<file path="src/rtl/wb_crc32.sv">
// Wishbone B4 pipelined slave that folds written bytes into a reflected CRC-32.
// One byte lane is folded per cycle; the bus is stalled until every selected lane is consumed.
module wb_crc32 #(
  parameter logic [31:0] POLY   = 32'hEDB88320,
  parameter logic [31:0] INIT   = 32'hFFFFFFFF,
  parameter logic [31:0] XOROUT = 32'hFFFFFFFF
) (
  input  logic        clk,
  input  logic        rst,
  input  logic        wb_cyc_i,
  input  logic        wb_stb_i,
  input  logic        wb_we_i,
  input  logic [31:0] wb_adr_i,
  input  logic [3:0]  wb_sel_i,
  input  logic [31:0] wb_dat_i,
  output logic [31:0] wb_dat_o,
  output logic        wb_ack_o,
  output logic        wb_err_o,
  output logic        wb_stall_o
);

  localparam logic [1:0] ADR_CTRL   = 2'd0;
  localparam logic [1:0] ADR_DATA   = 2'd1;
  localparam logic [1:0] ADR_RESULT = 2'd2;
  localparam logic [1:0] ADR_STATUS = 2'd3;

  logic [31:0] crc_reg;
  logic [31:0] data_reg;
  logic [3:0]  pending_reg;
  logic        busy_reg;
  logic        ack_reg;
  logic        err_reg;
  logic [31:0] dat_reg;

  logic [1:0]  lane_next;
  logic [3:0]  pending_next;
  logic [31:0] crc_next;
  logic        accept;
  logic        misaligned;
  logic        unused_ok;

  logic [7:0] lane_byte [4];

  generate
    for (genvar gi = 0; gi < 4; gi++) begin : g_lane
      assign lane_byte[gi] = data_reg[8*gi +: 8];
    end
  endgenerate

  function automatic logic [31:0] crc_byte(input logic [31:0] c, input logic [7:0] d);
    logic [31:0] r;
    r = c;
    for (int i = 0; i < 8; i++) begin
      r = (r >> 1) ^ (POLY & {32{r[0] ^ d[i]}});
    end
    return r;
  endfunction

  // Lowest-index pending lane is folded first, so sparse masks go in ascending order.
  always_comb begin
    lane_next = 2'd3;
    priority casez (pending_reg)
      4'b???1: lane_next = 2'd0;
      4'b??10: lane_next = 2'd1;
      4'b?100: lane_next = 2'd2;
      default: lane_next = 2'd3;
    endcase
    pending_next = pending_reg & ~(4'b0001 << lane_next);
    crc_next     = crc_byte(crc_reg, lane_byte[lane_next]);
  end

  assign accept     = wb_cyc_i & wb_stb_i & ~busy_reg;
  assign misaligned = |wb_adr_i[1:0];
  assign unused_ok  = ^wb_adr_i[31:4];

  always_ff @(posedge clk) begin
    if (rst) begin
      crc_reg     <= INIT;
      data_reg    <= '0;
      pending_reg <= '0;
      busy_reg    <= 1'b0;
      ack_reg     <= 1'b0;
      err_reg     <= 1'b0;
      dat_reg     <= '0;
    end else begin
      ack_reg <= 1'b0;
      err_reg <= 1'b0;
      dat_reg <= '0;
      if (busy_reg) begin
        crc_reg     <= crc_next;
        pending_reg <= pending_next;
        busy_reg    <= |pending_next;
      end else if (accept) begin
        if (misaligned) begin
          err_reg <= 1'b1;
        end else begin
          ack_reg <= 1'b1;
          case (wb_adr_i[3:2])
            ADR_CTRL: begin
              if (wb_we_i && wb_dat_i[0]) crc_reg <= INIT;
            end
            ADR_DATA: begin
              if (wb_we_i) begin
                data_reg    <= wb_dat_i;
                pending_reg <= wb_sel_i;
                busy_reg    <= |wb_sel_i;
              end
            end
            ADR_RESULT: begin
              if (!wb_we_i) dat_reg <= crc_reg ^ XOROUT;
            end
            ADR_STATUS: begin
              if (!wb_we_i) dat_reg <= {31'b0, busy_reg};
            end
            default: ;
          endcase
        end
      end
    end
  end

  assign wb_dat_o   = dat_reg;
  assign wb_ack_o   = ack_reg;
  assign wb_err_o   = err_reg;
  assign wb_stall_o = busy_reg;

endmodule

</file>
<file path="config.mk">
export PLATFORM = sky130hd
export DESIGN_NAME = wb_crc32
export DESIGN_NICKNAME = d
export VERILOG_FILES = /design/src/rtl/wb_crc32.sv
export SDC_FILE = /design/constraint.sdc
export NUM_CORES = 1
export LEC_CHECK = 0
export ABC_AREA = 1
export BUFFER_PORTS_ARGS = -buffer_cell sky130_fd_sc_hd__clkbuf_2
export CORE_MARGIN = 10
export CORE_UTILIZATION = 40
export DETAILED_ROUTE_END_ITERATION = 10
export PLACE_DENSITY = 0.68
export SYNTH_ARGS = -nofsm -noshare
export SYNTH_HDL_FRONTEND = slang
export SYNTH_SLANG_ARGS = --single-unit
export TNS_END_PERCENT = 10
</file>
<file path="constraint.sdc">
create_clock -name clk -period 2.16 [get_ports clk]
set_input_delay 0.108 -clock clk [delete_from_list [all_inputs] [get_ports clk]]
set_output_delay 0.108 -clock clk [all_outputs]
set_load 0.02 [all_outputs]
</file>
---- Yosys cells after proc, flatten, opt, wreduce, memory -nomap -nowiden ----
Index checks and enable logic that the tools add are counted.
storage, ports and cells
  register bits ........................... 103
  bits in latches ......................... 0
  memory bits (writable) .................. 0
  memory bits (read-only) ................. 0
  bits of input ports ..................... 73
  output and inout port bits .............. 35
  logic and storage cells ................. 76
  memories kept ........................... 0
cells by class
  $add $sub $neg .......................... 0
  $mul .................................... 0
  div/mod/pow operators ................... 0
  $lt $le $gt $ge ......................... 1
  equal/unequal tests ..................... 5
  shifts and indexed selects .............. 1
  mux-type cells .......................... 21
  bitwise operators ....................... 26
  reductions and logical operators ........ 15
operators with widths
  cell                   count
  $xor A31 B32 Y32       8
  $mux W32               5
  $not A32 Y32           1
  $mux W4                5
  $bmux W8 S2            1
  $mux W8                2
  $reduce_bool A2 Y1     5
  $reduce_and A4 Y1      2
  $reduce_or A4 Y1       2
  $xor A1 B1 Y1          8
  $mux W1                7
  $reduce_or A7 Y1       1
  $pmux W2 S3            1
  $reduce_and A5 Y1      1
  $and A4 B4 Y4          1
  $eq A2 B2 Y1 const B   2
  $not A1 Y1             4
  $not A4 Y4             1
  $shl A1 B2 Y4 const A  1
  $eq A3 B3 Y1 const B   1
  $ge A3 B3 Y1 const B   1
  $not A2 Y3             1
  $reduce_or A3 Y1       1
  $and A1 B1 Y1          2
  other kinds (5)        5

---- Longest topological paths before layout ----
  depth in word-level cells ............... 23
  gate-level depth with buffers ........... 17
  mapped depth without buffers ............ 17

---- Worst setup path before layout ----
OpenSTA, ideal clock, no wires.
  kind .................................... register to register
  start ................................... register pending_reg[0]
  end ..................................... register crc_reg[29]
  setup time .............................. 0.133 ns
  data arrival time ....................... 1.648 ns
  data required time ...................... 2.027 ns
  setup slack ............................. 0.378 ns
  cell stages (with the launch flop) ...... 18
  path buffers ............................ 1
  clock period less this slack ............ 1.782 ns
  cells stage by stage .................... dfxtp_1 -> nor2_4 -> buf_6 -> nand3_1 -> nand2_1 -> inv_2 -> nand2_2 -> nand2_2 -> nand2_2 -> nand2_4 -> nand2_4 -> nand2_4 -> nand2_4 -> nand2_1 -> nand2_1 -> nand2_1 -> nand2_1 -> nand3_1
on the way
  word-level cells in the longest chain between the ends .. 17
  elaborated cells on any way between the ends .. 21
  those cells by class .................... eq/ne (2); mux (5); bitwise (14)
ends and longest elaborated chain
  item                                             line  RTL
  start, declared                                  29    logic [3:0] pending_reg;
  start signal, assigned                           91    pending_reg <= pending_next;
  start signal, assigned                           105   pending_reg <= wb_sel_i;
  $eq A3 B3 Y1 or $eq A2 B2 Y1 (tied branches)     62    priority casez (pending_reg)
  $pmux W2 S3 (*)                                  62
  $not A2 Y3 (implied by the code) (*)             69    crc_next = crc_byte(crc_reg, lane_byte[lane_next]);
  $bmux W8 S2 (*)                                  69
  $mux W8 (implied by the code) (*) (2 in series)  69
  $xor A1 B1 Y1                                    54    r = (r >> 1) ^ (POLY & {32{r[0] ^ d[i]}});
  $xor A31 B32 Y32 (6 in series)                   54
  $xor A1 B1 Y1                                    54
  $xor A31 B32 Y32                                 54
  $xor A31 B32 Y32 (*)                             54
  $mux W32 (*)                                     89    if (busy_reg) begin
  end signal, assigned                             90    crc_reg <= crc_next;
  end, declared                                    27    logic [31:0] crc_reg;
Mark *: on every way between the ends. The rest lies on a longest branch, timed or not. The select of a mux whose other input is x is not followed.
A chain may end at the register's enable or synchronous reset.

---- Worst setup path after layout ----
  start ................................... register pending_reg[0]
  end ..................................... register crc_reg[18]
on the way
  word-level cells in the longest chain between the ends .. 17
  elaborated cells on any way between the ends .. 22
  those cells by class .................... eq/ne (2); mux (5); bitwise (15)
ends and longest elaborated chain
  item                                             line
  $eq A3 B3 Y1 or $eq A2 B2 Y1 (tied branches)     62
  $pmux W2 S3 (*)                                  62
  $not A2 Y3 (implied by the code) (*)             69
  $bmux W8 S2 (*)                                  69
  $mux W8 (implied by the code) (*) (2 in series)  69
  $xor A1 B1 Y1                                    54
  $xor A31 B32 Y32 (6 in series)                   54
  $xor A1 B1 Y1                                    54
  $xor A31 B32 Y32 (*) (2 in series)               54
  $mux W32 (*)                                     89
Marked as above.

==> insert_results.sql <==
INSERT INTO impl_metrics (metric_group, metric, value, unit) VALUES
('critical_path', 'worst-r2r-cell-count', '15', ''),
('power', 'pwr-share-comb', '8.4', '%'),
('timing', 'post-route-min-period', '2.00', 'ns'),
('timing', 'rsz0062_at_grt', 'true', ''),
('outcome', 'run_status', 'complete, no violations', ''),
('clocking', 'cts.path.max_buffers', '2', ''),
('power', 'power-per-cell-area', '648', 'nW/um2'),
('critical_path', 'worst_setup_end_kind', 'flip-flop', ''),
('clocking', 'clk-insertion-delay-late', '0.36', 'ns'),
('critical_path', 'crit_path_max_incr_delay', '0.34', 'ns'),
('hold_path', 'hold_start', 'wb_sel_i[1]', ''),
('global_route', 'grt_pass1_vias', '4575', ''),
('hold_path', 'worst_hold_path_endpoint', 'pending_reg[1]$_SDFFE_PP0P_', ''),
('synth', 'synth_top_area_cell', 'sky130_fd_sc_hd__dfxtp_1', ''),
('cells_and_area', 'design_area', '6190', 'um2'),
('cells_and_area', 'final_core_utilization', '49.3', '%'),
('power', 'power.internal', '3.05', 'mW'),
('floorplan', 'rows', '41', ''),
('hold_path', 'holdPathStages', '3', ''),
('placement', 'gp_congestion', '0.933', ''),
('synth', 'yosys_warnings', '0', ''),
('global_route', 'grt_first_pass_wirelength', '21800', 'um'),
('run', 'drv_cap', '0', ''),
('critical_path', 'worst_path_cell_trace', 'buf_4 -> inv_4 -> nand3_1 -> nand2_1 -> nand2_1 -> nand2_2 -> nand2_4 -> nand2_4 -> inv_2 -> nor2_4 -> nand2_1 -> nand3_1 -> nand2_1 -> o21ai_1 -> nand2_1', ''),
('critical_path', 'r2r_slack', '0.16', 'ns'),
('synth', 'synthMostInstantiatedCell', 'sky130_fd_sc_hd__nand2_1', ''),
('route', 'wirelength', '13200', 'um'),
('critical_path', 'worst_path_slowest_cell', 'sky130_fd_sc_hd__dfxtp_2', ''),
('timing', 'finalHoldViolations', '0', ''),
('floorplan', 'core_region_area', '12600', 'um2'),
('global_route', 'grt_start_max_net_pins', '65', ''),
('power', 'swShare', '23.9', '%'),
('synth', 'synthTopCellsByCount', '183 x sky130_fd_sc_hd__nand2_1, 103 x sky130_fd_sc_hd__dfxtp_1, 89 x sky130_fd_sc_hd__inv_1', ''),
('clocking', 'htree_num_levels', '3', ''),
('synth', 'synth_seq_area_share', '40.3', '%'),
('global_route', 'overflow', '0', ''),
('timing', 'slew-limit-headroom', '65.5', '%'),
('power', 'clockPowerShare', '43.8', '%'),
('critical_path', 'timing_worst_setup_path_type', 'flip-flop to flip-flop', ''),
('global_route', 'antenna_violations_before_repair', '0', ''),
('synth', 'post_synth.cell_area_avg', '6.76', 'um2'),
('cells_and_area', 'post_route_cells_drive_above_1_share', '23.0', '%'),
('placement', 'hpwl', '9760', 'um'),
('timing', 'setup_viol', '0', ''),
('critical_path', 'startpoint_type', 'flip-flop', ''),
('critical_path', 'crit_path_buf_inv_count', '3', ''),
('floorplan', 'ios', '108', ''),
('synth', 'post_synthesis_instance_total', '757', ''),
('power', 'vdd.ir_drop.worst', '375', 'uV'),
('timing', 'tightestPinTransition', '0.517', 'ns'),
('synth', 'nets_in_the_synthesized_netlist', '830', ''),
('power', 'p_leak', '2.99', 'nW'),
('floorplan', 'die-height', '133', 'um'),
('timing', 'slew_violations', '0', ''),
('cells_and_area', 'total_area_of_multi_input_combinational_cells', '2610', 'um2'),
('critical_path', 'critical-path-top-cell-by-count', 'sky130_fd_sc_hd__nand2_1', ''),
('synth', 'synth_edf_count', '0', ''),
('placement', 'placed_area', '5750', 'um2'),
('floorplan', 'floorplan.die_area', '17700', 'um2'),
('synth', 'netlist_area', '5120', 'um2'),
('power', 'p_switching', '0.959', 'mW'),
('synth', 'synth_cell_types', '31', ''),
('route', 'avgRoutedWirePerCell', '13.0', 'um'),
('critical_path', 'rr_startpoint', 'pending_reg[0]$_SDFFE_PP0P_', ''),
('cells_and_area', 'num-fill-cells', '1309', ''),
('clocking', 'clkSinkCount', '103', ''),
('route', 'avgViaCountPerCell', '4.79', ''),
('clocking', 'cts-root-buf', 'sky130_fd_sc_hd__clkbuf_16', ''),
('route', 'vias', '4869', ''),
('synth', 'synth_top_cell_area_share', '40.3', '%'),
('route', 'antenna_left', '0', '');
==> routing by layer <==
layer	up-vias	share of wire [%]	GRT usage, %
met4	0	2.3	6.41
met2	134	44	23.3
li1	2565	-	-
met5	-	0	0
met1	2148	47	18.7
met3	22	6.9	4.89
==> worst reg2reg max path: stages (launching register included) <==
cell and delay, ns:
sky130_fd_sc_hd__dfxtp_2 0.34, sky130_fd_sc_hd__buf_4 0.16, sky130_fd_sc_hd__inv_4 0.09, sky130_fd_sc_hd__nand3_1 0.08, sky130_fd_sc_hd__nand2_1 0.12, sky130_fd_sc_hd__nand2_1 0.10
sky130_fd_sc_hd__nand2_2 0.09, sky130_fd_sc_hd__nand2_4 0.09, sky130_fd_sc_hd__nand2_4 0.14, sky130_fd_sc_hd__inv_2 0.06, sky130_fd_sc_hd__nor2_4 0.15, sky130_fd_sc_hd__nand2_1 0.11
sky130_fd_sc_hd__nand3_1 0.10, sky130_fd_sc_hd__nand2_1 0.05, sky130_fd_sc_hd__o21ai_1 0.17, sky130_fd_sc_hd__nand2_1 0.06
==> worst max path at each step <==
stage / start / endpoint / depth (start not counted)
after global routing: pending_reg[1]$_SDFFE_PP0P_ / crc_reg[18]$_SDFFE_PP1P_ / 16
after CTS: pending_reg[1]$_SDFFE_PP0P_ / crc_reg[22]$_SDFFE_PP1P_ / 18
after global placement: pending_reg[2]$_SDFFE_PP0P_ / crc_reg[22]$_SDFFE_PP1P_ / 17
after floorplan: pending_reg[0]$_SDFFE_PP0P_ / crc_reg[29]$_SDFFE_PP1P_ / 17
final: pending_reg[0]$_SDFFE_PP0P_ / crc_reg[18]$_SDFFE_PP1P_ / 15
after detailed placement: pending_reg[1]$_SDFFE_PP0P_ / crc_reg[22]$_SDFFE_PP1P_ / 17
==> timing repair <==
item | in CTS | in global routing
hold endpoints to repair | 3 | 0
setup buffers | 0 | 4
hold buffers | 1 | 0
setup endpoints to repair | 0 | 25
gates resized for setup | 0 | 26
==> layout by cell type (no fill, tap or decap), types with 2 or more instances in the layout <==
cell,count
sky130_fd_sc_hd__buf_4,18
sky130_fd_sc_hd__nor2_2,2
sky130_fd_sc_hd__nand3_4,2
sky130_fd_sc_hd__clkbuf_2,79
sky130_fd_sc_hd__inv_2,12
sky130_fd_sc_hd__dfxtp_1,100
sky130_fd_sc_hd__inv_6,3
sky130_fd_sc_hd__a21oi_1,46
sky130_fd_sc_hd__nor2_1,56
sky130_fd_sc_hd__inv_1,89
sky130_fd_sc_hd__inv_4,2
sky130_fd_sc_hd__nand2_4,10
sky130_fd_sc_hd__bufinv_16,2
sky130_fd_sc_hd__nand3_1,74
sky130_fd_sc_hd__o211ai_1,7
sky130_fd_sc_hd__nor3_1,5
sky130_fd_sc_hd__o21ai_2,3
sky130_fd_sc_hd__dfxtp_2,2
sky130_fd_sc_hd__or2_2,2
sky130_fd_sc_hd__a21oi_2,2
sky130_fd_sc_hd__nand3_2,2
sky130_fd_sc_hd__nor2_4,4
sky130_fd_sc_hd__nand2_1,173
sky130_fd_sc_hd__o21ai_0,68
sky130_fd_sc_hd__xor2_1,11
sky130_fd_sc_hd__clkbuf_16,9
sky130_fd_sc_hd__o21ai_1,12
sky130_fd_sc_hd__nand2_2,34
==> power by group through the flow <==
| stage | clock [mW] | sequential, mW | combinational [mW] |
|---|---|---|---|
| global route | 1.88 | 1.92 | 0.381 |
| global placement | 0 | 1.96 | 0.319 |
| CTS | 1.79 | 1.92 | 0.326 |
| finish | 1.76 | 1.91 | 0.338 |
| floorplan | 0 | 1.96 | 0.218 |
| detailed placement | 0 | 1.96 | 0.323 |
==> metrics by stage <==
step | hold slack [ns] | std cells | setup slack, ns | power [mW] | TNS [ns]
global route | 0.0291 | 1017 | -0.0136 | 4.18 | -0.0377
finish | 0.0160 | 1017 | 0.157 | 4.01 | 0
CTS | 0.0104 | 1013 | 0.0680 | 4.03 | 0
detailed placement | 0.367 | 997 | 0.0984 | 2.28 | 0
floorplan | 0.177 | 757 | 0.378 | 2.18 | 0
global placement | 0.369 | 997 | 0.110 | 2.28 | 0
==> layout make-up <==
class	instances	area share, %
clock buffer	9	3.64
clock inverter	6	1.48
inverter	104	6.39
multi-input combinational	522	42.1
sequential	103	33.4
tap	172	3.48
timing repair buffer	101	9.48
==> cell families (layout without fill, tap and decap cells) <==
family	Yosys count	in the layout	share of synthesized area, %
xor gates and xnor gates	11	11	1.88
and+or+nand+nor	367	367	32.9
DFF	103	103	40.3
AOI/OAI and AO/OA	144	144	14.9
buffers and inverters	132	220	10.0
No activity file was read; power rests on OpenSTA's default activity.
